`src/rtl/zero_check_sched.sv`:
```
// Multi-cycle zero detect: two requesters share one external SLICE-wide NOR slice.
// The operand is scanned chunk by chunk, and the scan stops at the first non-zero chunk.
module zero_check_sched #(
  parameter int unsigned WIDTH = 64,
  parameter int unsigned SLICE = 16
) (
  input  logic             clk,
  input  logic             reset,
  input  logic             req0_valid,
  input  logic [WIDTH-1:0] req0_data,
  output logic             req0_ready,
  input  logic             req1_valid,
  input  logic [WIDTH-1:0] req1_data,
  output logic             req1_ready,
  output logic [SLICE-1:0] slice_in,
  input  logic             slice_nor,
  output logic             resp_valid,
  output logic             resp_id,
  output logic             resp_zero,
  input  logic             resp_ready
);

  localparam int unsigned NSLICE = WIDTH / SLICE;
  localparam int unsigned IdxW   = (NSLICE > 1) ? $clog2(NSLICE) : 1;
  localparam logic [IdxW-1:0] LastIdx = IdxW'(NSLICE - 1);

  typedef enum logic [1:0] {StIdle, StScan, StResp} state_e;

  state_e           state_q;
  logic [WIDTH-1:0] operand_q;
  logic [IdxW-1:0]  idx_q;
  logic             acc_q;
  logic             id_q;
  logic             last_grant_q;
  logic             grant;
  logic             accept;

  // Round-robin only matters under contention; a lone requester always wins.
  always_comb begin
    grant = 1'b0;
    if (req0_valid && req1_valid) begin
      grant = ~last_grant_q;
    end else if (req1_valid) begin
      grant = 1'b1;
    end
  end

  always_comb begin
    req0_ready = (state_q == StIdle) && !reset && req0_valid && !grant;
    req1_ready = (state_q == StIdle) && !reset && req1_valid && grant;
    accept     = req0_ready || req1_ready;
  end

  always_comb begin
    slice_in = '0;
    if (state_q == StScan) begin
      slice_in = operand_q[idx_q * SLICE +: SLICE];
    end
  end

  always_ff @(posedge clk) begin
    if (reset) begin
      state_q      <= StIdle;
      operand_q    <= '0;
      idx_q        <= '0;
      acc_q        <= 1'b0;
      id_q         <= 1'b0;
      last_grant_q <= 1'b1;  // requester 0 wins the first contended grant
      resp_valid   <= 1'b0;
      resp_id      <= 1'b0;
      resp_zero    <= 1'b0;
    end else begin
      unique case (state_q)
        StIdle: begin
          if (accept) begin
            operand_q    <= grant ? req1_data : req0_data;
            id_q         <= grant;
            last_grant_q <= grant;
            idx_q        <= '0;
            acc_q        <= 1'b1;
            state_q      <= StScan;
          end
        end
        StScan: begin
          acc_q <= acc_q & slice_nor;
          if (!slice_nor) begin
            resp_zero  <= 1'b0;
            resp_id    <= id_q;
            resp_valid <= 1'b1;
            state_q    <= StResp;
          end else if (idx_q == LastIdx) begin
            resp_zero  <= acc_q;
            resp_id    <= id_q;
            resp_valid <= 1'b1;
            state_q    <= StResp;
          end else begin
            idx_q <= idx_q + 1'b1;
          end
        end
        StResp: begin
          if (resp_ready) begin
            resp_valid <= 1'b0;
            state_q    <= StIdle;
          end
        end
        default: state_q <= StIdle;
      endcase
    end
  end

endmodule

```
`config.mk`:
```
export PLATFORM = sky130hd
export DESIGN_NAME = zero_check_sched
export DESIGN_NICKNAME = d
export VERILOG_FILES = /design/src/rtl/zero_check_sched.sv
export SDC_FILE = /design/constraint.sdc
export NUM_CORES = 1
export LEC_CHECK = 0
export ABC_AREA = 1
export BUFFER_PORTS_ARGS = -buffer_cell sky130_fd_sc_hd__buf_2
export CORE_ASPECT_RATIO = 1.2
export CORE_UTILIZATION = 50
export CTS_CLUSTER_DIAMETER = 50
export DETAILED_ROUTE_END_ITERATION = 7
export GPL_TIMING_DRIVEN = 0
export PLACE_DENSITY = 0.81
export SYNTH_ARGS = -nofsm -noshare
export SYNTH_HDL_FRONTEND = slang
export SYNTH_SLANG_ARGS = --single-unit
```
`constraint.sdc`:
```
create_clock -name clk -period 1.69 [get_ports clk]
set_clock_uncertainty 0.1 [all_clocks]
set_input_delay 0.0845 -clock clk [delete_from_list [all_inputs] [get_ports clk]]
set_output_delay 0.0845 -clock clk [all_outputs]
set_load 0.05 [all_outputs]
```
==> summary.md <==
| Metric | Value |
|---|---|
| Slowest stage cell, crit path | `dfxtp_4` |
| CTS max path bufs | `2` |
| Nets | `1,098` |
| Count leader, synth | `nor2_1` |
| Critical Path, Cell by Cell | `buf_6, inv_4, buf_12, o21ai_2, a21oi_4, buf_6` |
| Max cap viols | `0` |
| H-Tree Level Count | `3` |
| CTS Buf Count | `9` |
| Total power | `5.956 mW` |
| Most area-consuming cells after synthesis | `dfxtp_1 (36%), nor2_1 (19%), nand2_1 (18%)` |
| Syn Area/Cell | `between 6 and 7 sq um` |
| Max-slew violations | `0` |
| Metal3 WL | `3.676 mm` |
| Drt first-iter violations | `between 1,000 and 1,500` |
| Number of synthesized flops with an enable pin | `0` |
| Worst Setup SP | `idx_q[0]$_SDFFE_PP0P_` |
| Max Freq | `0.5011 GHz` |
| Mapped Cells | `670` |
| Critical path start-end classification | `reg -> out` |
| Final estimated routing congestion in global placement | `between 0.9 and 1` |
| Clock period minus final worst setup slack | `1.996 ns` |
| Syn Nets | `805` |
| Layout Cells excl Fill | `1,061` |
| Root Buffer Master | `clkbuf_8` |
| Leading area contributor after synthesis | `dfxtp_1` |
| CP Launch Type | `register` |
| Required time of the critical path | `1.51 ns` |
| DRT Wirelength | `24.11 mm` |
| Post-synthesis register bit count | `74` |
| GRT overflow | `0` |
| Ys flop type | `dfxtp_1` |
| Drc violations | `34` |
| Post-synth design cell area | `around 0.0041 sq mm` |
| Fillcell total | `284` |
| Status | `finished with violations` |
| I/O pin total | `155` |
| Slew margin rel. | `60.56%` |
| Core box area | `0.007839 sq mm` |
| DPL Wire Length | `9.686 mm` |
| Post-route ant nets | `0` |
| Synth-to-layout area growth | `73.41%` |
| Crit-path most repeated cell | `buf_6` |
| Final Hold Vio Count | `2` |
| Latest clock arrival within the worst-skew pair | `0.37 ns` |
| Die area | `0.008622 sq mm` |
| Max FO, Critical Path | `10` |
| RSZ-0062 raised after global routing | `true` |
| Final worst slack | `-0.3058 ns` |
| # rows | `35` |
| Worst Setup EP | `slice_in[14]` |
| Reg clk slew, reported paths | `0.08 ns` |
| Post-synth top cells | `nor2_1 (204), nand2_1 (202), dfxtp_1 (74)` |
| Pwr dens | `832.4 mW/mm^2` |
| Placed insts | `916` |
| Initial antenna violation count | `1` |
| DR pass1 iterations | `8` |
| Failing checks | `design-rule violations, negative hold slack, negative setup slack` |
| Die Span X | `84.93 microns` |
| FF-to-FF setup slack | `-0.09 ns` |
| Top delay family on crit path | `buffers and inverters` |
| Setup-failing EPs final | `41` |
| Buffers & Inverters on Critical Path | `4` |
| Worst reg2reg path depth | `8` |
| CTS tree | `built` |
| Largest net degree at the start of global routing | `13` |
| CP arrival | `about 1.8 ns` |
| Worst r2r dst | `operand_q[36]$_SDFFE_PP0P_` |
| Starting Density | `52.64%` |
| Yosys top cell area share | `35.90%` |
| CTS Sinks | `74` |
| LEAKAGE | `3.336 nW` |
| Global-route wire length before repair | `between 20 and 30 mm` |
| Die Height | `slightly above 100 microns` |
| Vias in the first global route | `5,999` |
| Port Buffers | `154` |
| Hold Crit Class | `in -> reg` |
| Metal2 WL | `10.36 mm` |
| Cell count along the critical path | `6` |
| DR vias/cell | `approximately 6.4` |
| Period utilisation layout | `118.1%` |
| Metal-1 WL | `7.095 mm` |
| Worst R2R Start | `state_q[0]$_SDFFE_PP0P_` |
| VDD IR max | `approximately 640 uV` |
| Worst-Margin Slew | `0.5916 ns` |
| Final Hold Slack | `-0.003734 ns` |
| Fraction of registers with async set/reset | `0%` |
| Yosys synthesis warning count | `0` |
| Sequential share of the synthesized area | `35.90%` |
| Via count | `6,743` |
| Distinct cells, synth | `24` |
| GRT Util Overall | `roughly 42%` |
| Average wire per standard cell | `22.72 microns` |
| Fraction of layout cells with a size suffix above 1 | `33.57%` |
| Top routing layer in use | `met4` |
| Worst setup EP type | `output pin` |
| Slowest stage delay, CP | `0.39 ns` |
[placed cells by master (no fill, tap or decap), types with 14 or more instances in the layout]
cell           count
buf_2            144
nand3_2           16
nand3_1           53
nand2_1          198
buf_4             16
nor2_1           173
dfxtp_1           69
o21ai_2           14
dlygate4sd3_1    109
nor2_2            19
o21ai_1           14
buf_6             36
[logic make-up (layout without fill, tap and decap cells)]
| group | count (synthesis) | count (layout) | share of synthesized area, % |
|---|---|---|---|
| compound gates | 57 | 57 | 7.095 |
| fa+ha+maj | 1 | 1 | 0.3032 |
| buf+inv | 56 | 354 | 8.035 |
| flops | 74 | 74 | 35.90 |
| other cells | 0 | 1 | 0 |
| simple gates | 482 | 482 | 48.67 |
[worst min-delay path: stages]
cell     delay (ns)
buf_2          0.08
nand2_1        0.05
nand3_1        0.08
nand2_1        0.05
nor2_1         0.08
[registers in the layout, summed over array words and instances (netlist names)]
name / cells
operand_q: 64
idx_q: 2
state_q: 2
acc_q: 1
id_q: 1
last_grant_q: 1
resp_id: 1
resp_valid: 1
resp_zero: 1
[power by group]
group          internal, mW  switching, mW  total (mW)
sequential             1.93          0.192        2.12
combinational         0.939           1.37        2.31
clock                 0.762          0.768        1.53
[timing repair]
action                     in CTS  in global routing
hold endpoints to repair       62                  1
hold buffers                  108                  1
pin swaps                       9                 17
gates cloned                    2                  3
setup endpoints to repair      18                 70
buffers inserted                6                  9
resized for setup             124                 88
[cell type report]
cell class | count | area, sq um | share of cell area (%)
timing repair buffer | 283 | 2186 | 30.55
tap | 92 | 115.1 | 1.609
sequential | 74 | 1493 | 20.86
antenna | 1 | 2.502 | 0.03497
buffer | 45 | 437.9 | 6.120
clock inverter | 4 | 50.05 | 0.6994
inverter | 10 | 42.54 | 0.5945
multi-input combinational | 540 | 2674 | 37.37
clock buffer | 12 | 155.1 | 2.168
[worst min-delay path by stage]
stage	start	end	slack (ns)	cells past startpoint
finish	req1_data[8]	operand_q[8]$_SDFFE_PP0P_	-0.004	5
global route	req0_data[20]	operand_q[20]$_SDFFE_PP0P_	-0.02	5
CTS	req1_data[22]	operand_q[22]$_SDFFE_PP0P_	0.0009	5
detailed placement	reset	resp_valid$_SDFFE_PP0P_	0.23	2
global placement	reset	acc_q$_SDFFE_PP0P_	0.22	2
floorplan	reset	resp_valid$_SDFFE_PP0P_	0.05	1
[through the flow]
step	hold WS [ns]	setup WS [ns]	util, %	area [sq um]	TNS, ns
final	-0.003734	-0.3058	91.28	7156	-3.766
after global placement	0.2220	-0.1985	65.49	5134	-1.855
after detailed placement	0.2296	-0.2805	65.49	5134	-2.731
after global routing	-0.02263	-0.2876	91.28	7156	-6.053
after floorplan	0.05357	-0.01656	-	4248	-0.01656
after CTS	0.0008692	-0.02500	86.46	6778	-0.2201
[routing by layer]
metal	vias up	track usage, %
met5	-	0
met4	0	32.59
li1	2694	-
met3	339	10.84
met2	832	75.55
met1	2878	42.87
No activity file was read; power rests on OpenSTA's default activity.
